--- src/rtl/data_mem_io.sv ---
// Data-side memory stage: 252-byte RAM plus memory-mapped timer, shadow, switch and LED bytes.
// Loads are combinational; stores, timer and synchronizer update on the rising CLK edge.
module data_mem_io #(
   parameter int PRESCALE = 1,
   parameter int TIMER_W  = 16
) (
   input  logic       CLK,
   input  logic       RESET_L,
   input  logic [7:0] ADDR,
   input  logic [7:0] WDATA,
   input  logic       MW,
   input  logic       MR,
   output logic [7:0] RDATA,
   input  logic [7:0] SW,
   output logic [7:0] LED,
   output logic       TICK
);

   localparam int         RAM_N   = 252;
   localparam logic [7:0] A_TLO   = 8'hFC;
   localparam logic [7:0] A_THI   = 8'hFD;
   localparam logic [7:0] A_SW    = 8'hFE;
   localparam logic [7:0] A_LED   = 8'hFF;
   localparam logic [7:0] PS_LAST = 8'(PRESCALE - 1);

   logic [7:0]         ram_q [RAM_N];
   logic [TIMER_W-1:0] timer_q, timer_d;
   logic [7:0]         ps_q, ps_d;
   logic [7:0]         shadow_q, shadow_d;
   logic [7:0]         led_q, led_d;
   logic [7:0]         sync1_q, sync2_q;
   logic               tick_q, tick_d;
   logic               wr_ram, clr_timer;

   assign wr_ram    = MW && (ADDR < A_TLO);
   assign clr_timer = MW && (ADDR == A_TLO);

   // A clear of the timer wins over a tick due on the same edge.
   always_comb begin
      timer_d  = timer_q;
      ps_d     = ps_q;
      tick_d   = 1'b0;
      shadow_d = shadow_q;
      led_d    = led_q;
      if (clr_timer) begin
         timer_d = '0;
         ps_d    = '0;
      end else if (ps_q == PS_LAST) begin
         timer_d = timer_q + TIMER_W'(1);
         ps_d    = '0;
         tick_d  = 1'b1;
      end else begin
         ps_d = ps_q + 8'd1;
      end
      // Capture uses the pre-increment high byte so TIMER_LO and TIMER_HI_SHADOW pair up.
      if (MR && (ADDR == A_TLO))
         shadow_d = timer_q[15:8];
      if (MW && (ADDR == A_LED))
         led_d = WDATA;
   end

   always_ff @(posedge CLK) begin
      if (!RESET_L) begin
         for (int i = 0; i < RAM_N; i++)
            ram_q[i] <= 8'h00;
         timer_q  <= '0;
         ps_q     <= '0;
         tick_q   <= 1'b0;
         shadow_q <= '0;
         led_q    <= '0;
         sync1_q  <= '0;
         sync2_q  <= '0;
      end else begin
         if (wr_ram)
            ram_q[ADDR] <= WDATA;
         timer_q  <= timer_d;
         ps_q     <= ps_d;
         tick_q   <= tick_d;
         shadow_q <= shadow_d;
         led_q    <= led_d;
         sync1_q  <= SW;
         sync2_q  <= sync1_q;
      end
   end

   always_comb begin
      case (ADDR)
         A_TLO:   RDATA = timer_q[7:0];
         A_THI:   RDATA = shadow_q;
         A_SW:    RDATA = sync2_q;
         A_LED:   RDATA = led_q;
         default: RDATA = ram_q[ADDR];
      endcase
   end

   assign LED  = led_q;
   assign TICK = tick_q;

endmodule

--- config.mk ---
export PLATFORM = sky130hd
export DESIGN_NAME = data_mem_io
export DESIGN_NICKNAME = d
export VERILOG_FILES = /design/src/rtl/data_mem_io.sv
export SDC_FILE = /design/constraint.sdc
export NUM_CORES = 2
export LEC_CHECK = 0
export CELL_PAD_IN_SITES_DETAIL_PLACEMENT = 1
export CELL_PAD_IN_SITES_GLOBAL_PLACEMENT = 1
export CORE_UTILIZATION = 23
export DETAILED_ROUTE_END_ITERATION = 10
export GPL_ROUTABILITY_DRIVEN = 0
export PLACE_DENSITY = 0.39
export SLEW_MARGIN = 20
export SYNTH_ARGS = -nofsm -noshare
export SYNTH_HDL_FRONTEND = slang
export SYNTH_SLANG_ARGS = --single-unit
export TNS_END_PERCENT = 30
--- constraint.sdc ---
create_clock -name CLK -period 3.81 [get_ports CLK]
set_clock_uncertainty 0.2 [all_clocks]
set_input_delay 0.381 -clock CLK [delete_from_list [all_inputs] [get_ports CLK]]
set_output_delay 0.381 -clock CLK [all_outputs]
set_load 0.02 [all_outputs]
# Word-level counts from Yosys, hierarchy flattened
# Memories as Yosys holds them, arrays and structs flattened.
# Index checks and enable logic that the tools add are counted.
[word_totals]
mem_bits_ro = 0
input_bits = 28
word_cells = 33
out_inout_bits = 17
mem_count = 1
register_bits = 57
latch_bits = 0
ramBits = 2016
[op_classes]
bitwise_logic = 1
n_eq_ne = 4
n_mux = 9
multipliers = 0
n_lt_le_gt_ge = 1
reduce_logical = 8
n_addsub = 2
n_div = 0
shift = 0
[mem_list]
columns = ["name", "depth", "width", "rd", "rd_ports_with_merged_regs", "wr", "line", "source"]
rows = [
  ["ram_q", 252, 8, 1, 0, 252, "26", "logic [7:0] ram_q [RAM_N];"],
]
[ops]
columns = ["cell", "count"]
rows = [
  ["8-bit == test, second input constant", 4],
  ["8-bit case mux with 4 select lines", 1],
  ["16-bit by 1-bit adder with 16-bit output, second input constant", 1],
  ["8-bit 2-to-1 mux", 2],
  ["8-bit by 1-bit adder with 8-bit output, second input constant", 1],
  ["8-bit logical NOT", 1],
  ["8-bit less-than comparator, second input constant", 1],
  ["8-bit OR reduction", 1],
  ["1-bit 2-to-1 mux", 6],
  ["1-bit logical AND", 4],
  ["3-bit OR reduction", 1],
  ["2-bit OR reduction", 1],
  ["1-bit NOT", 1],
]

# Longest topological paths before layout
[logic_depth]
depth_word = 7
depth_mapped = 12

# Worst setup path before layout
# No wires, ideal clock.
[synth_path]
kind = "in2out"
start = "in ADDR[0]"
end = "out RDATA[0]"
n_path_buf = 4
arrival_time_ps = 2571
setup_slack_ps = 658
stages = 11
required_ps = 3229
path_cell_list = "buf_2 buf_6 buf_6 buf_2 mux4_2 a22oi_1 o22ai_1 nor3_1 nand3_1 nor4_1 o21ai_0"
[synth_via]
elab_chain_len = 2
elab_cells_between_ends = 6
[synth_lines]
columns = ["item", "line", "source"]
rows = [
  ["start, declared", "9", "input logic [7:0] ADDR,"],
  ["memory 252 x 8 bit / 8-bit == test (equally long branches)", "n/a", ""],
  ["8-bit case mux with 4 select lines *", "87", "case (ADDR)"],
  ["end, declared", "13", "output logic [7:0] RDATA,"],
]
# Every way passes the cells marked *; elsewhere a longest branch is shown, timed or not.

# Worst setup path in the final report
[layout_path]
start = "mem ram_q[90][7]"
end = "out RDATA[7]"
[layout_via]
elab_chain_len = 2
[layout_lines]
columns = ["item", "line"]
rows = [
  ["start, declared", "26"],
  ["memory 252 x 8 bit", "n/a"],
  ["8-bit case mux with 4 select lines", "87"],
]
# No other way between the ends.

==> impl_metrics.yaml <==
routing:
  drc: 0
  wl_per_cell_um: 30.2
  vias: 64149
  wirelength_um: 408000
  first_pass_iters: 5
  postRouteAntennaNets: 0
  viasPerCell: 4.75
  dr.first_iter.drc_count: 5275
synth:
  synth_most_common_cell: "edfxtp_1"
  syn_inst: 6825
  ys_seq_area_share_pct: 64.1
  synth_flop_cell: "edfxtp_1"
  synth.cell_area_um2: 97000
  synth_area_leader_cell: "edfxtp_1"
  ys_ff_latch: 2089
  avgSynthCellArea_um2: 14.2
  ys_async_sr_fraction_pct: 0
  synth.distinct_cells: 67
  synthTopCellsByCount: "edfxtp_1 (2,032), and3_1 (1,540), clkbuf_1 (657)"
  synth_top_area_share_pct: 62.9
  synth_edf_count: 2032
  yosysWarningCount: 0
  ys_top_cells_by_area: "edfxtp_1 (63%), mux4_2 (11%), and3_1 (9.9%)"
critical_path:
  r2r_slack_ns: 1.30
  start_kind: "register"
  crit-reg2reg-launch: "ps_q[5]"
  r2r.worst_path.cells: 7
  critPathArrivalTime_ns: 3.71
  critPathCaptureType: "primary output"
  rr_endpoint: "timer_q[15]"
  critPathKind: "register to primary output"
  cp_max_fo: 1
  cp.required_ns: 3.23
  startpoint: "ram_q[90][7]"
sta:
  finalHoldViolations: 0
  tightest_slew_ns: 1.08
  fin_crit_ns: 4.29
  period_share_pct: 113
  slew_viol_final: 0
  rsz0062_at_grt: "true"
  fin_setup_tns_ns: -2.71
  worst_slack_ns: -0.483
  fmax_mhz: 233
  relSlewSlack_pct: 28.0
  finalSetupViolations: 8
die:
  core_um2: 420000
  dieHeight_um: 651
  die-area_um2: 424000
  start_util_pct: 23.1
  rows: 238
  die_w_um: 651
  io_pins: 45
final_layout:
  final_cells: 13505
  fin_util_pct: 29.7
  fin_nets: 7800
  syn_to_final_growth_pct: 28.4
  drive_gt1_share_pct: 30.4
power:
  combPwrFrac_pct: 10.0
  swShare_pct: 25.0
  power_density_nw_per_um2: 460
  power_w: 0.0573
  p_leak_nw: 49.3
  p_clk_share_pct: 43.4
  p_int_w: 0.0430
  power.share.sequential_pct: 46.6
  ir_drop_mv: 0.266
  switching_power_w: 0.0144
clock_tree:
  cts.sinks: 2089
  cts_tree: "done"
  root_buffer: "clkbuf_16"
  clk_pin_slew_ns: 0.06
  cts_buffer_depth: 4
  cts_max_level: 5
  clk_latency_ns: 0.90
  cts_made_buffers: 269
placed_design:
  dp_worst_setup_slack_ns: -1.30
  io_buffers: 44
  hpwl_um: 288000
  dp.cells: 13001
global_route:
  grt_pass1_vias: 67520
  antenna_found_initial: 34
  grt_max_degree: 145
  grt_overflow: 0
  grt_pass1_wl_um: 566000
  grt_usage_pct: 18.8
run_status:
  status: "complete, but fails checks"
  violations: "setup timing"
hold_path:
  holdPathEnd: "ram_q[54][0]"
  hold_path.class: "input port to register"
  min_from: "ADDR[7]"
  holdPathStages: 5
run:
  maxCapViolations: 0
==> registers in the layout, summed over array words and instances, names as in the netlist <==
| signal | count |
|---|---|
| LED | 8 |
| TICK | 1 |
| ps_q | 8 |
| ram_q | 2032 |
| shadow_q | 8 |
| sync1_q | 8 |
| sync2_q | 8 |
| timer_q | 16 |
==> power groups by stage <==
stage | logic, W | registers (W) | clock network (W)
final | 0.00574 | 0.0267 | 0.0249
after global routing | 0.00598 | 0.0268 | 0.0263
after CTS | 0.00583 | 0.0267 | 0.0256
after detailed placement | 0.00571 | 0.0272 | 0
after global placement | 0.00571 | 0.0271 | 0
after floorplan | 0.00235 | 0.0269 | 0
==> repair_timing <==
| action | 4_1_cts | 5_1_grt |
|---|---|---|
| setup buffers | 0 | 6 |
| pin swaps | 28 | 10 |
| hold buffers | 17 | 0 |
| resized for setup | 106 | 9 |
| hold endpoints to repair | 501 | 0 |
| endpoints found under the setup margin | 8 | 8 |
==> layout by cell type, fill, tap and decap left out, types with 20 or more instances in the layout <==
cell type,count
nand2_1,511
o21ai_0,63
clkinv_1,57
nor2_4,20
nor2_1,108
clkdlybuf4s50_1,20
mux2i_1,107
clkinv_2,41
edfxtp_1,2032
nand2b_1,29
and2_1,508
clkbuf_1,49
buf_12,288
nor3_1,34
mux4_2,478
clkbuf_16,278
a22oi_1,55
a21oi_1,43
buf_4,1134
nor2b_1,26
and3_1,1540
dfxtp_1,57
nand3_1,50
o22ai_1,72
==> how the worst max path moves through the flow <==
stage / cells after the start / to / slack [ns]
final: 10 / RDATA[7] / -0.48
after global routing: 9 / RDATA[7] / -0.52
after CTS: 10 / RDATA[2] / -0.53
after detailed placement: 15 / RDATA[2] / -1.30
after global placement: 15 / RDATA[2] / -1.30
after floorplan: 11 / RDATA[0] / 0.66
==> layer usage <==
metal  track usage [%]  wire [µm]  vias up
met2              31.5     195000     1403
met3              1.91      15600      382
met1              26.2     187000    34378
met5                 0          0        -
li1                  -          -    27986
met4              4.61      10200        0
==> through the flow <==
| step | area (µm²) | hold WS, ns |
|---|---|---|
| after floorplan | 97000 | 0.212 |
| after global placement | 115000 | 0.228 |
| after detailed placement | 115000 | 0.226 |
| after CTS | 124000 | 0.0954 |
| after global routing | 124000 | 0.147 |
| final | 125000 | 0.194 |
==> final cells by class <==
cell class,count,area [µm²]
diodes,18,45.0
clock buffers,329,7170
clock inverters,140,1150
fillers,44255,295000
inverters,5,18.8
multi-input cells,3920,32100
flip-flops and latches,2089,62200
well taps,5520,6910
repair buffers,1484,15000
==> critical path: stages, from the launching register on <==
cell and delay [ns]:
edfxtp_1 0.37, mux4_2 0.52, mux2i_1 0.18, buf_4 0.17, nor3_2 0.07, nor3_4 0.35, buf_4 0.18, nand4_1 0.12
buf_4 0.18, a221o_2 0.49, buf_12 0.19
==> cells by family (layout without fill, tap and decap cells) <==
kind of cell               Yosys count  count (layout)  synth area share [%]
AOI/OAI and AO/OA                  361             361                  2.50
and+or+nand+nor                   2915            2915                  17.1
other                                1              34               0.00387
muxes                              607             607                  12.5
adders and majority gates            3               3                0.0387
xor gates and xnor gates            18              18                 0.163
DFF                               2089            2089                  64.1
buffers and inverters              831            1958                  3.64
Power figures use the tool's default switching activity.
